### config.mk
export PLATFORM = sky130hd
export DESIGN_NAME = window_spill_ctrl
export DESIGN_NICKNAME = d
export VERILOG_FILES = /design/src/rtl/window_spill_ctrl.sv
export SDC_FILE = /design/constraint.sdc
export NUM_CORES = 1
export LEC_CHECK = 0
export BUFFER_PORTS_ARGS = -buffer_cell sky130_fd_sc_hd__clkbuf_2
export CAP_MARGIN = 40
export CORE_MARGIN = 2
export CORE_UTILIZATION = 41
export CTS_CLUSTER_DIAMETER = 80
export DETAILED_ROUTE_END_ITERATION = 10
export PLACE_DENSITY_LB_ADDON = 0.3
export SKIP_LAST_GASP = 1
export SYNTH_ARGS = -nofsm -noshare
export SYNTH_HDL_FRONTEND = slang
export SYNTH_SLANG_ARGS = --single-unit
### constraint.sdc
create_clock -name clk -period 2.8 [get_ports clk]
set_input_delay 0.14 -clock clk [delete_from_list [all_inputs] [get_ports clk]]
set_output_delay 0.14 -clock clk [all_outputs]
set_load 0.02 [all_outputs]
### src/rtl/window_spill_ctrl.sv
// Register-window overflow/underflow sequencer: spills a 16-register window
// (locals + ins) to the stack on SAVE overflow, fills it back on RESTORE underflow.
module window_spill_ctrl #(
  parameter int NWINDOWS   = 8,
  parameter int DATA_WIDTH = 32
) (
  input  logic                  clk,
  input  logic                  reset,
  input  logic                  save_req_i,
  input  logic                  restore_req_i,
  input  logic [4:0]            cwp_in_i,
  input  logic [31:0]           wim_in_i,
  input  logic [31:0]           base_addr_i,
  output logic                  rf_rd_en_o,
  output logic [4:0]            rf_rd_win_o,
  output logic [3:0]            rf_rd_idx_o,
  input  logic [DATA_WIDTH-1:0] rf_rd_data_i,
  output logic                  rf_wr_en_o,
  output logic [4:0]            rf_wr_win_o,
  output logic [3:0]            rf_wr_idx_o,
  output logic [DATA_WIDTH-1:0] rf_wr_data_o,
  output logic                  mem_req_o,
  output logic                  mem_we_o,
  output logic [31:0]           mem_addr_o,
  output logic [DATA_WIDTH-1:0] mem_wdata_o,
  input  logic                  mem_gnt_i,
  input  logic                  mem_rvalid_i,
  input  logic [DATA_WIDTH-1:0] mem_rdata_i,
  output logic                  busy_o,
  output logic                  wim_wr_en_o,
  output logic [31:0]           wim_wr_data_o,
  output logic                  cwp_dec_o,
  output logic                  cwp_inc_o
);

  typedef enum logic [2:0] {IDLE, SP_RD, SP_WR, FL_REQ, FL_WAIT, DONE} state_e;

  localparam logic [4:0] LAST_WIN = 5'(NWINDOWS - 1);
  localparam logic [3:0] LAST_IDX = 4'd15;

  state_e                state_q;
  logic [4:0]            tgt_q;
  logic [31:0]           base_q;
  logic [3:0]            idx_q;
  logic [DATA_WIDTH-1:0] wdata_q;
  logic                  wfirst_q;

  logic                  busy_q;
  logic                  rf_rd_en_q;
  logic [4:0]            rf_rd_win_q;
  logic [3:0]            rf_rd_idx_q;
  logic                  mem_req_q;
  logic                  mem_we_q;
  logic [31:0]           mem_addr_q;
  logic                  wim_wr_en_q;
  logic [31:0]           wim_wr_data_q;
  logic                  cwp_dec_q;
  logic                  cwp_inc_q;

  // Window numbers wrap modulo NWINDOWS; cwp_in is taken to be a legal window.
  function automatic logic [4:0] win_dec(input logic [4:0] w);
    return (w == 5'd0) ? LAST_WIN : w - 5'd1;
  endfunction

  function automatic logic [4:0] win_inc(input logic [4:0] w);
    return (w == LAST_WIN) ? 5'd0 : w + 5'd1;
  endfunction

  function automatic logic [31:0] slot_addr(input logic [31:0] base, input logic [3:0] idx);
    return base + {26'd0, idx, 2'b00};
  endfunction

  logic [4:0] save_tgt, rest_tgt;
  logic [3:0] idx_d;

  assign save_tgt = win_dec(cwp_in_i);
  assign rest_tgt = win_inc(cwp_in_i);
  assign idx_d    = idx_q + 4'd1;

  always_ff @(posedge clk) begin
    if (reset) begin
      state_q       <= IDLE;
      tgt_q         <= '0;
      base_q        <= '0;
      idx_q         <= '0;
      wdata_q       <= '0;
      wfirst_q      <= 1'b0;
      busy_q        <= 1'b0;
      rf_rd_en_q    <= 1'b0;
      rf_rd_win_q   <= '0;
      rf_rd_idx_q   <= '0;
      mem_req_q     <= 1'b0;
      mem_we_q      <= 1'b0;
      mem_addr_q    <= '0;
      wim_wr_en_q   <= 1'b0;
      wim_wr_data_q <= '0;
      cwp_dec_q     <= 1'b0;
      cwp_inc_q     <= 1'b0;
    end else begin
      // single-cycle strobes fall unless the transition below re-raises them
      rf_rd_en_q    <= 1'b0;
      rf_rd_win_q   <= '0;
      rf_rd_idx_q   <= '0;
      wim_wr_en_q   <= 1'b0;
      wim_wr_data_q <= '0;
      cwp_dec_q     <= 1'b0;
      cwp_inc_q     <= 1'b0;
      unique case (state_q)
        IDLE: begin
          if (save_req_i) begin
            if (wim_in_i[save_tgt]) begin
              state_q     <= SP_RD;
              tgt_q       <= save_tgt;
              base_q      <= base_addr_i;
              idx_q       <= '0;
              busy_q      <= 1'b1;
              rf_rd_en_q  <= 1'b1;
              rf_rd_win_q <= save_tgt;
            end else begin
              cwp_dec_q <= 1'b1;
            end
          end else if (restore_req_i) begin
            if (wim_in_i[rest_tgt]) begin
              state_q    <= FL_REQ;
              tgt_q      <= rest_tgt;
              base_q     <= base_addr_i;
              idx_q      <= '0;
              busy_q     <= 1'b1;
              mem_req_q  <= 1'b1;
              mem_addr_q <= base_addr_i;
            end else begin
              cwp_inc_q <= 1'b1;
            end
          end
        end
        SP_RD: begin
          state_q    <= SP_WR;
          mem_req_q  <= 1'b1;
          mem_we_q   <= 1'b1;
          mem_addr_q <= slot_addr(base_q, idx_q);
          wfirst_q   <= 1'b1;
        end
        SP_WR: begin
          // read data is only valid in the first SP_WR cycle; hold it for a slow grant
          if (wfirst_q) begin
            wdata_q  <= rf_rd_data_i;
            wfirst_q <= 1'b0;
          end
          if (mem_gnt_i) begin
            mem_req_q  <= 1'b0;
            mem_we_q   <= 1'b0;
            mem_addr_q <= '0;
            wfirst_q   <= 1'b0;
            if (idx_q == LAST_IDX) begin
              state_q       <= DONE;
              wim_wr_en_q   <= 1'b1;
              wim_wr_data_q <= 32'd1 << win_dec(tgt_q);
              cwp_dec_q     <= 1'b1;
            end else begin
              state_q     <= SP_RD;
              idx_q       <= idx_d;
              rf_rd_en_q  <= 1'b1;
              rf_rd_win_q <= tgt_q;
              rf_rd_idx_q <= idx_d;
            end
          end
        end
        FL_REQ: begin
          if (mem_gnt_i) begin
            state_q    <= FL_WAIT;
            mem_req_q  <= 1'b0;
            mem_addr_q <= '0;
          end
        end
        FL_WAIT: begin
          if (mem_rvalid_i) begin
            if (idx_q == LAST_IDX) begin
              state_q       <= DONE;
              wim_wr_en_q   <= 1'b1;
              wim_wr_data_q <= 32'd1 << win_inc(tgt_q);
              cwp_inc_q     <= 1'b1;
            end else begin
              state_q    <= FL_REQ;
              idx_q      <= idx_d;
              mem_req_q  <= 1'b1;
              mem_addr_q <= slot_addr(base_q, idx_d);
            end
          end
        end
        DONE: begin
          state_q <= IDLE;
          idx_q   <= '0;
          busy_q  <= 1'b0;
        end
        default: begin
          state_q <= IDLE;
          busy_q  <= 1'b0;
        end
      endcase
    end
  end

  logic in_sp_wr, fl_beat;

  assign in_sp_wr = (state_q == SP_WR);
  assign fl_beat  = (state_q == FL_WAIT) && mem_rvalid_i;

  assign busy_o        = busy_q;
  assign rf_rd_en_o    = rf_rd_en_q;
  assign rf_rd_win_o   = rf_rd_win_q;
  assign rf_rd_idx_o   = rf_rd_idx_q;
  assign mem_req_o     = mem_req_q;
  assign mem_we_o      = mem_we_q;
  assign mem_addr_o    = mem_addr_q;
  assign mem_wdata_o   = !in_sp_wr ? '0 : (wfirst_q ? rf_rd_data_i : wdata_q);
  assign rf_wr_en_o    = fl_beat;
  assign rf_wr_win_o   = fl_beat ? tgt_q : '0;
  assign rf_wr_idx_o   = fl_beat ? idx_q : '0;
  assign rf_wr_data_o  = fl_beat ? mem_rdata_i : '0;
  assign wim_wr_en_o   = wim_wr_en_q;
  assign wim_wr_data_o = wim_wr_data_q;
  assign cwp_dec_o     = cwp_dec_q;
  assign cwp_inc_o     = cwp_inc_q;

endmodule

* After elaboration in Yosys (flattened, before gate mapping)
Cells that the tools add are included.
** Word-level totals
- Register bits :: 157
- Latch bits :: 0
- Memory bits (writable) :: 0
- ROM bits :: 0
- Input bits :: 139
- Output and inout port bits :: 154
- Logic and storage cells :: 151
- Memories :: 0
** Operators by class
- Add/sub/neg operators :: 7
- Multipliers :: 0
- Divide/modulo/power cells :: 0
- $lt $le $gt $ge :: 2
- Equality and inequality tests :: 20
- Shift operators :: 2
- Multiplexer cells :: 82
- Bitwise operators :: 3
- Reductions and logical operators :: 18
** Operators by type and width (count)
- 32-bit 2-to-1 mux :: 15
- 32-bit one-hot mux with 4 select lines :: 1
- 5-bit 2-to-1 mux :: 13
- 32-bit by 6-bit adder with 32-bit output :: 2
- 32-bit one-hot mux with 2 select lines :: 1
- 1-bit by 5-bit left shift with 32-bit output, first input constant :: 2
- 4-bit 2-to-1 mux :: 8
- 3-bit 2-to-1 mux :: 9
- 1-bit 2-to-1 mux :: 22
- 4-bit one-hot mux with 4 select lines :: 1
- 3-bit one-hot mux with 5 select lines :: 1
- 2-bit inequality test, second input constant :: 7
- 1-bit one-hot mux with 2 select lines :: 7
- 5-bit by 6-bit less-than comparator with 1-bit output, second input constant :: 2
- 6-bit AND reduction :: 2
- 5-bit by 1-bit adder with 5-bit output, second input constant :: 2
- 1-bit binary-select mux with 5-bit select :: 2
- 5-bit by 3-bit equality test with 1-bit output, second input constant :: 2
- 5-bit zero test :: 2
- 5-bit one-hot mux with 2 select lines :: 1
- 5-bit by 1-bit subtractor with 5-bit output, second input constant :: 2
- 3-bit inequality test, second input constant :: 3
- 4-bit AND reduction :: 2
- 4-bit nonzero test :: 2
- 15 further kinds :: 23

* Longest topological paths before layout
Gate-level depths: netlist of the first run.
- Depth after elaboration :: 8
- Gate-level depth with buffers :: 14
- Gate-level depth less buffers :: 13

* Worst setup path before layout of the first run
OpenSTA, ideal clock, no wires.
- Path type :: register -> register
- Start :: reg state_q[0]
- End :: reg mem_addr_q[31], in the netlist mem_addr_o[31]
- Library setup time :: 0.086 ns
- Arrival :: 2.881 ns
- Data required time :: 2.714 ns
- Slack :: -0.166 ns
- Cell stages (with the launch flop) :: 13
- Path buffers :: 1
- Period minus slack after synthesis :: 2.966 ns
- Cell sequence :: dfxtp_1 clkbuf_1 nor3_1 nand2_1 xnor2_1 ha_1 a21o_1 a21oi_1 nor4b_1 nand4_1 xnor2_1 a22oi_1 a211oi_1
** Between the ends
- Word-level cells in the longest chain between the ends :: 4
- Elaborated cells on any way between the ends :: 15
- Those cells by class :: 10 x eq/ne; 1 x mux; 4 x reduce/logical
** Ends and longest elaborated chain
- from (decl) :: RTL line 41 : state_e state_q;
- from (signal assigned) :: RTL line 82 : state_q <= IDLE;
- from (signal assigned) :: RTL line 112 : state_q <= SP_RD;
- from (signal assigned) :: RTL line 124 : state_q <= FL_REQ;
- 3-bit by 2-bit equality test with 1-bit output :: RTL line 108 : unique case (state_q)
- 2-bit OR reduction (no source line)
- 2-bit by 1-bit inequality test with 1-bit output (no source line) or 4-bit nonzero test (tied branches)
- 7-bit AND reduction (no source line)
- to (signal assigned) :: RTL line 130 : mem_addr_q <= base_addr_i;
- to (signal assigned) :: RTL line 140 : mem_addr_q <= slot_addr(base_q, idx_q);
- to (signal assigned) :: RTL line 186 : mem_addr_q <= slot_addr(base_q, idx_d);
- to (decl) :: RTL line 54 : logic [31:0] mem_addr_q;
Parallel ways exist; a longest one is shown, timed or not.
A chain may end at the register's enable or synchronous reset.

* Worst setup path after layout of the first run
- Start :: reg state_q[2]
- End :: reg mem_addr_q[31], in the netlist mem_addr_o[31]
The elaborated chain is that of the path after synthesis.

==> results_dict.tcl, run 1 <==
set metrics [dict create \
    yosysWarningCount 0 \
    worstSetupStartpoint "state_q[2]$_SDFFE_PP0P_" \
    power.ir.vdd_worst_mv 0.449 \
    overflow 0 \
    clock-root-buffer "sky130_fd_sc_hd__clkbuf_16" \
    clock_sinks 157 \
    max_fanout_on_critical_path 5 \
    reg_to_reg_critical_path_endpoint "mem_addr_o[31]$_SDFFE_PP0P_" \
    antenna_cells 0 \
    place.gp.congestion 0.981 \
    tightestPinTransition_ns 0.822 \
    drive_above_1_share 0.319 \
    cts_tree "built" \
    power_frac_clock 0.300 \
    asyncSetResetFlopFracSynth 0 \
    timing.final.crit_share 0.963 \
    hold_path_end "base_q[2]$_SDFFE_PP0P_" \
    post-route-min-period_ns 2.70 \
    slowest_stage "sky130_fd_sc_hd__dfxtp_4" \
    start_util 0.421 \
    io-pin-count 293 \
    rr_worst_depth 13 \
    fill_cells 1872 \
    dp_hpwl_um 19100 \
    final-max-slew-violation-count 0 \
    synth_seq_cells 157 \
    global_route_wire_length_before_repair_um 41700 \
    outcome "finished clean" \
    insertion_delay_of_the_later_clocked_pin_in_the_worst_skew_pair_ns 0.42 \
    setup_slack_of_the_most_critical_reg_to_reg_path_ns 0.10 \
    worstHoldPathType "input port to register" \
    dp_slack_ns -0.152 \
    number_of_buffers_created_by_cts 17 \
    timing.max_cap.violations 0 \
    drt-pass1-iter-count 6 \
    die-height_um 149 \
    worst_setup_path_class "register to register" \
    via_count 8983 \
    crit_path_max_incr_delay_ns 0.38 \
    seq_power_share 0.355 \
    final_nets 1560 \
    syn2layout_area_growth_pct 39.3 \
    grt_setup_unrepaired "yes" \
    r2r_start "state_q[2]$_SDFFE_PP0P_" \
    critical_path_source_type "register" \
    mostFrequentLayoutCells "sky130_fd_sc_hd__clkbuf_2, sky130_fd_sc_hd__dfxtp_1, sky130_fd_sc_hd__nor2_1" \
    timing.hold.worst_path_depth 3 \
    floorplan.rows 52 \
    fp.dieArea_um2 22100 \
    ctsLongestPathBuffers 2 \
    htreeDepth 4 \
    pwr_density_cell_nw_per_um2 652 \
    grt_start_max_net_pins 75 \
    grt_antenna_before_repair 0 \
    final.setup_skew_ns 0.0143 \
    p_leak_nw 5.23 \
    clk_pin_slew_worst_paths_ns 0.06 \
    power_report.internal_total_mw 5.02 \
    crit_chain "inv_4, nor3_4, nand2_2, xnor2_2, ha_1, a21o_1, a21oi_4, nor4b_4, buf_4, nand4_1, xnor2_1, a22oi_1, a211oi_1" \
    route.final.wire_length_um 26800 \
    drt-initial-drc-count 539 \
    synth_cell_types 71 \
    design_power_total_mw 7.81 \
    syn-cell-area_um2 8600 \
    worst_ep_required_time_ns 3.07 \
    comb_power_share 0.345 \
    timing.setup.tns_ns 0 \
    groute.usage.overall 0.233 \
    layout.cells.most_common "sky130_fd_sc_hd__clkbuf_2" \
    synth_area_per_cell_um2 8.22 \
    core_area_um2 20400 \
    end_kind "register" \
    switching_power_as_a_share_of_total_power 0.357 \
    die_w_um 149 \
    finalSetupViolCount 0 \
    seq_area_frac_synth 0.366 \
    detail_route.vias_per_cell 5.30 \
    finalWorstSetupSlack_ns 0.103 \
    final-hold-violation-count 0 \
    detailed_route_drc_error_count 0 \
    synth_enable_flop_cells 0 \
    slew_headroom 0.452 \
    synthesis.instances 1046 \
    worstPathArrival_ns 2.96 \
    timing.fmax_mhz 371 \
    p_sw_mw 2.79 \
    via_count_of_the_first_global_routing_pass 8191 \
    synthFlopType "sky130_fd_sc_hd__dfxtp_1" \
    hold_path_startpoint "base_addr_i[2]" \
    drtAntennaViolNets 0 \
    synth_nets 1194 \
    avgRoutedWirePerCell_um 15.8 \
    portBuffers 292 \
]
## layer usage
layer,vias up,track usage,part of all wire
met4,0,0.0757,0.021
met5,-,0,0
met1,4186,0.296,0.43
li1,4424,-,-
met3,41,0.0440,0.062
met2,332,0.399,0.49
## Yosys cell counts, types with 3 or more instances
library cell / instances / area [µm²]
sky130_fd_sc_hd__nor2b_1: 12 / 75.1
sky130_fd_sc_hd__nor2_1: 127 / 477
sky130_fd_sc_hd__nor4b_1: 3 / 26.3
sky130_fd_sc_hd__ha_1: 8 / 100
sky130_fd_sc_hd__a21o_1: 3 / 22.5
sky130_fd_sc_hd__dfxtp_1: 157 / 3140
sky130_fd_sc_hd__or3_1: 6 / 37.5
sky130_fd_sc_hd__and2_1: 47 / 294
sky130_fd_sc_hd__mux4_2: 4 / 90.1
sky130_fd_sc_hd__a211o_1: 4 / 35.0
sky130_fd_sc_hd__buf_6: 10 / 113
sky130_fd_sc_hd__o32ai_1: 4 / 35.0
sky130_fd_sc_hd__a21oi_1: 95 / 475
sky130_fd_sc_hd__o21ai_0: 22 / 110
sky130_fd_sc_hd__o211a_1: 4 / 40.0
sky130_fd_sc_hd__and4_1: 3 / 26.3
sky130_fd_sc_hd__buf_4: 4 / 30.0
sky130_fd_sc_hd__nor3_1: 23 / 115
sky130_fd_sc_hd__xnor2_1: 22 / 193
sky130_fd_sc_hd__a211oi_1: 38 / 285
sky130_fd_sc_hd__a31o_2: 5 / 43.8
sky130_fd_sc_hd__clkbuf_1: 64 / 240
sky130_fd_sc_hd__inv_1: 8 / 30.0
sky130_fd_sc_hd__nor3b_1: 7 / 52.6
sky130_fd_sc_hd__nand4_1: 3 / 18.8
sky130_fd_sc_hd__a22oi_1: 38 / 285
sky130_fd_sc_hd__nand3b_1: 6 / 45.0
sky130_fd_sc_hd__mux2i_1: 73 / 731
sky130_fd_sc_hd__nand3_1: 20 / 100
sky130_fd_sc_hd__nand2_1: 117 / 439
sky130_fd_sc_hd__a32oi_1: 7 / 61.3
sky130_fd_sc_hd__or2_2: 4 / 25.0
sky130_fd_sc_hd__o211ai_1: 4 / 30.0
sky130_fd_sc_hd__nor4_1: 4 / 25.0
sky130_fd_sc_hd__xor2_1: 16 / 140
sky130_fd_sc_hd__mux2_2: 3 / 33.8
sky130_fd_sc_hd__buf_2: 8 / 40.0
sky130_fd_sc_hd__nand2b_1: 12 / 75.1
sky130_fd_sc_hd__and3_1: 12 / 75.1
## worst max-delay path, delay by kind of cell, from the launching register on
| family | cells | cell delay (ns) |
|---|---|---|
| AO/OA/AOI/OAI | 4 | 0.61 |
| XOR/XNOR | 2 | 0.30 |
| adder cells (fa/ha/maj) | 1 | 0.32 |
| buffers and inverters | 2 | 0.22 |
| flip-flops | 1 | 0.38 |
| AND/OR/NAND/NOR | 4 | 0.70 |
## cell type report
cell class	count	area, µm²	area share
inverter	10	40.0	0.00334
multi-input combinational	792	5090	0.425
clock inverter	11	121	0.0101
clock buffer	21	480	0.0401
sequential	157	3150	0.263
tap	270	338	0.0282
timing repair buffer	434	2760	0.230
## kinds of logic after synthesis
kind of cell,count (synthesis),synth area share
xor gates and xnor gates,39,0.0406
AOI/OAI and AO/OA,251,0.195
and+or+nand+nor,412,0.231
DFF,157,0.366
buffers and inverters,97,0.0540
muxes,81,0.101
adders and majority gates,9,0.0140
## how the worst max path moves through the flow
stage / to / depth (start not counted)
global placement: mem_req_o$_SDFFE_PP0P_ / 12
floorplan: base_q[1]$_SDFFE_PP0P_ / 14
finish: mem_addr_o[31]$_SDFFE_PP0P_ / 13
detailed placement: mem_addr_o[14]$_SDFFE_PP0P_ / 12
global route: mem_addr_o[31]$_SDFFE_PP0P_ / 13
CTS: mem_addr_o[31]$_SDFFE_PP0P_ / 14
## power groups by stage
stage / sequential [mW] / combinational (mW) / clock (mW)
floorplan: 2.95 / 1.56 / 0
global placement: 2.80 / 2.56 / 0
detailed placement: 2.80 / 2.60 / 0
CTS: 2.76 / 2.67 / 2.40
global route: 2.81 / 2.93 / 2.50
finish: 2.77 / 2.69 / 2.35
## what timing repair did
item	CTS	global route
hold buffers	60	0
hold endpoints to repair	60	0
resized for setup	2	21
pin swaps	0	13
endpoints found under the setup margin	6	19
buffers inserted	0	5
## through the flow
stage | cells | area (µm²) | hold slack, ns | utilization
detailed placement | 1599 | 10700 | 0.386 | 0.521
global route | 1695 | 12000 | 0.00879 | 0.586
CTS | 1691 | 11900 | 0.00244 | 0.581
global placement | 1599 | 10700 | 0.379 | 0.521
finish | 1695 | 12000 | 0.0196 | 0.586
floorplan | 1046 | 8610 | 0.276 | -
## state kept, by name, indices dropped and copies added (netlist names)
register       flops
base_q            32
busy_o             1
cwp_dec_o          1
cwp_inc_o          1
idx_q              4
mem_addr_o        32
mem_req_o          1
mem_we_o           1
rf_rd_en_o         1
rf_rd_idx_o        4
rf_rd_win_o        5
state_q            3
tgt_q              5
wdata_q           32
wfirst_q           1
wim_wr_data_o     32
wim_wr_en_o        1
No activity file was read; power rests on OpenSTA's default activity.
==> run 2: changes to the inputs <==
--- a/config.mk
+++ b/config.mk
@@ -12,6 +12,7 @@
 export CTS_CLUSTER_DIAMETER = 80
 export DETAILED_ROUTE_END_ITERATION = 10
 export PLACE_DENSITY_LB_ADDON = 0.3
+export RECOVER_POWER = 100
 export SKIP_LAST_GASP = 1
 export SYNTH_ARGS = -nofsm -noshare
 export SYNTH_HDL_FRONTEND = slang
==> run 2 against run 1 <==
  * Largest cell class unchanged
  * Critical path depth did not move
  * Combinational power fell by 1%
  * Sequential power barely moved
  * Via count fell by 0.52%
  * Register-to-register slack got worse by 0.02 ns
==> results_dict.tcl, run 2 (synthesis gave the netlist of run 1 again) <==
set metrics [dict create \
    overflow 0 \
    detailed_route_drc_error_count 0 \
    route.final.wire_length_um 26800 \
    slew_headroom 0.116 \
    fill_cells 1914 \
    floorplan.rows 52 \
    path_buf_inv 2 \
    route.met3.wl_um 1630 \
    max_fanout_on_critical_path 5 \
    pwr_density_cell_nw_per_um2 653 \
    portBuffers 292 \
    timing.max_cap.violations 0 \
    core_area_um2 20400 \
    groute.usage.overall 0.233 \
    finalSetupViolCount 0 \
    clock-root-buffer "sky130_fd_sc_hd__clkbuf_16" \
    drive_above_1_share 0.262 \
    finalWorstSetupSlack_ns 0.0860 \
    place.gp.congestion 0.981 \
    die-height_um 149 \
    grt_antenna_before_repair 0 \
    p_leak_nw 4.96 \
    syn2layout_area_growth_pct 38.2 \
    wl_met1_um 11600 \
    grt_start_max_net_pins 75 \
    timing.fmax_mhz 368 \
    final.setup_skew_ns 0.0150 \
    start_util 0.421 \
    timing.critical_path.max_delay_family "simple AND/OR/NAND/NOR gates" \
    grt_setup_unrepaired "yes" \
    crit_path_max_incr_delay_ns 0.38 \
    final-hold-violation-count 0 \
    power.ir.vdd_worst_mv 0.449 \
    slowest_stage "sky130_fd_sc_hd__dfxtp_4" \
    fp.dieArea_um2 22100 \
    timing.final.crit_share 0.969 \
    insertion_delay_of_the_later_clocked_pin_in_the_worst_skew_pair_ns 0.42 \
    htreeDepth 4 \
    hold_slack_ns 0.0177 \
    drt-pass1-iter-count 6 \
    post-route-min-period_ns 2.71 \
    end_kind "register" \
    cts_tree "built" \
    worstHoldPathType "input port to register" \
    mostFrequentLayoutCells "sky130_fd_sc_hd__clkbuf_2, sky130_fd_sc_hd__dfxtp_1, sky130_fd_sc_hd__nor2_1" \
    dr.max_layer_used "met4" \
    die_w_um 149 \
    final-max-slew-violation-count 0 \
    antenna_cells 0 \
    clk_pin_slew_worst_paths_ns 0.07 \
    ctsLongestPathBuffers 2 \
    io-pin-count 293 \
    tightestPinTransition_ns 1.32 \
    worst_setup_path_class "register to register" \
    layout.cells.most_common "sky130_fd_sc_hd__clkbuf_2" \
    place.detailed.instances 1599 \
    drtAntennaViolNets 0 \
    drt-initial-drc-count 537 \
    worstPathArrival_ns 2.98 \
    global_route_wire_length_before_repair_um 41700 \
    via_count 8936 \
    outcome "finished clean" \
    dr_wl_met2_um 13000 \
    avgRoutedWirePerCell_um 15.8 \
    instances_no_fill 1695 \
    worst_ep_required_time_ns 3.07 \
    final_nets 1560 \
    detail_route.vias_per_cell 5.27 \
    critical_path_source_type "register" \
    dp_slack_ns -0.152 \
    number_of_buffers_created_by_cts 17 \
    dp_hpwl_um 19100 \
    via_count_of_the_first_global_routing_pass 8191 \
    crit_chain "inv_4, nor3_4, nand2_2, xnor2_2, ha_1, a21o_1, a21oi_4, nor4b_4, buf_4, nand4_1, xnor2_1, a22oi_1, a211oi_1" \
    clock_sinks 157 \
]
[run 2: changes by cell type in the layout (fill, tap and decap cells not counted)]
cell	previous run	this run
sky130_fd_sc_hd__clkbuf_1	0	80
sky130_fd_sc_hd__clkbuf_2	291	211
sky130_fd_sc_hd__dfxtp_1	154	155
sky130_fd_sc_hd__dfxtp_2	2	1
[run 2: per-stage QoR]
| step | setup TNS, ns | total power [mW] | util | area [µm²] |
|---|---|---|---|---|
| 2_1_floorplan | 0 | 4.51 | - | 8610 |
| 3_3_place_gp | -4.74 | 5.36 | 0.521 | 10700 |
| 3_5_place_dp | -7.59 | 5.40 | 0.521 | 10700 |
| 4_1_cts | 0 | 7.83 | 0.581 | 11900 |
| 5_1_grt | -0.448 | 8.19 | 0.581 | 11900 |
| 6_report | 0 | 7.76 | 0.581 | 11900 |
[run 2: final timing paths]
kind	slack [ns]	startpoint	depth (start not counted)	to
max	0.09	state_q[2]$_SDFFE_PP0P_	13	mem_addr_o[31]$_SDFFE_PP0P_
min	0.02	base_addr_i[2]	3	base_q[2]$_SDFFE_PP0P_
max reg2reg	0.09	state_q[2]$_SDFFE_PP0P_	13	mem_addr_o[31]$_SDFFE_PP0P_
min reg2reg	0.45	wdata_q[1]$_SDFFE_PP0P_	2	wdata_q[1]$_SDFFE_PP0P_
[run 2: area by class of cell]
cell class	instances	area (µm²)	share of cell area
multi-input cells	792	5090	0.429
clock buffers	21	480	0.0405
flip-flops and latches	157	3150	0.265
clock inverters	11	121	0.0102
repair buffers	434	2660	0.224
inverters	10	40.0	0.00337
well taps	270	338	0.0284
[run 2: power breakdown]
part / internal (mW) / switching, mW
clock network: 1.35 / 0.998
logic: 1.10 / 1.55
registers: 2.52 / 0.239
total: 4.98 / 2.78
[run 2: per-layer routing]
metal,vias up,global-route usage
li1,4417,-
met1,4159,0.296
met3,36,0.0440
met2,324,0.399
met5,-,0
met4,0,0.0757
[run 2: repair_timing]
| action | 4_1_cts | 5_1_grt |
|---|---|---|
| hold buffers | 60 | 0 |
| endpoints found under the hold margin | 60 | 0 |
| endpoints found under the setup margin | 6 | 19 |
| pin swaps | 0 | 13 |
| gates resized for setup | 2 | 21 |
| cloned | 0 | 0 |
| buffers inserted | 0 | 5 |
[run 2: tightest hold or removal path: cells and delay by family]
family | cells | cell delay (ns)
mux | 1 | 0.07
buf+inv | 1 | 0.11
simple gates | 1 | 0.08
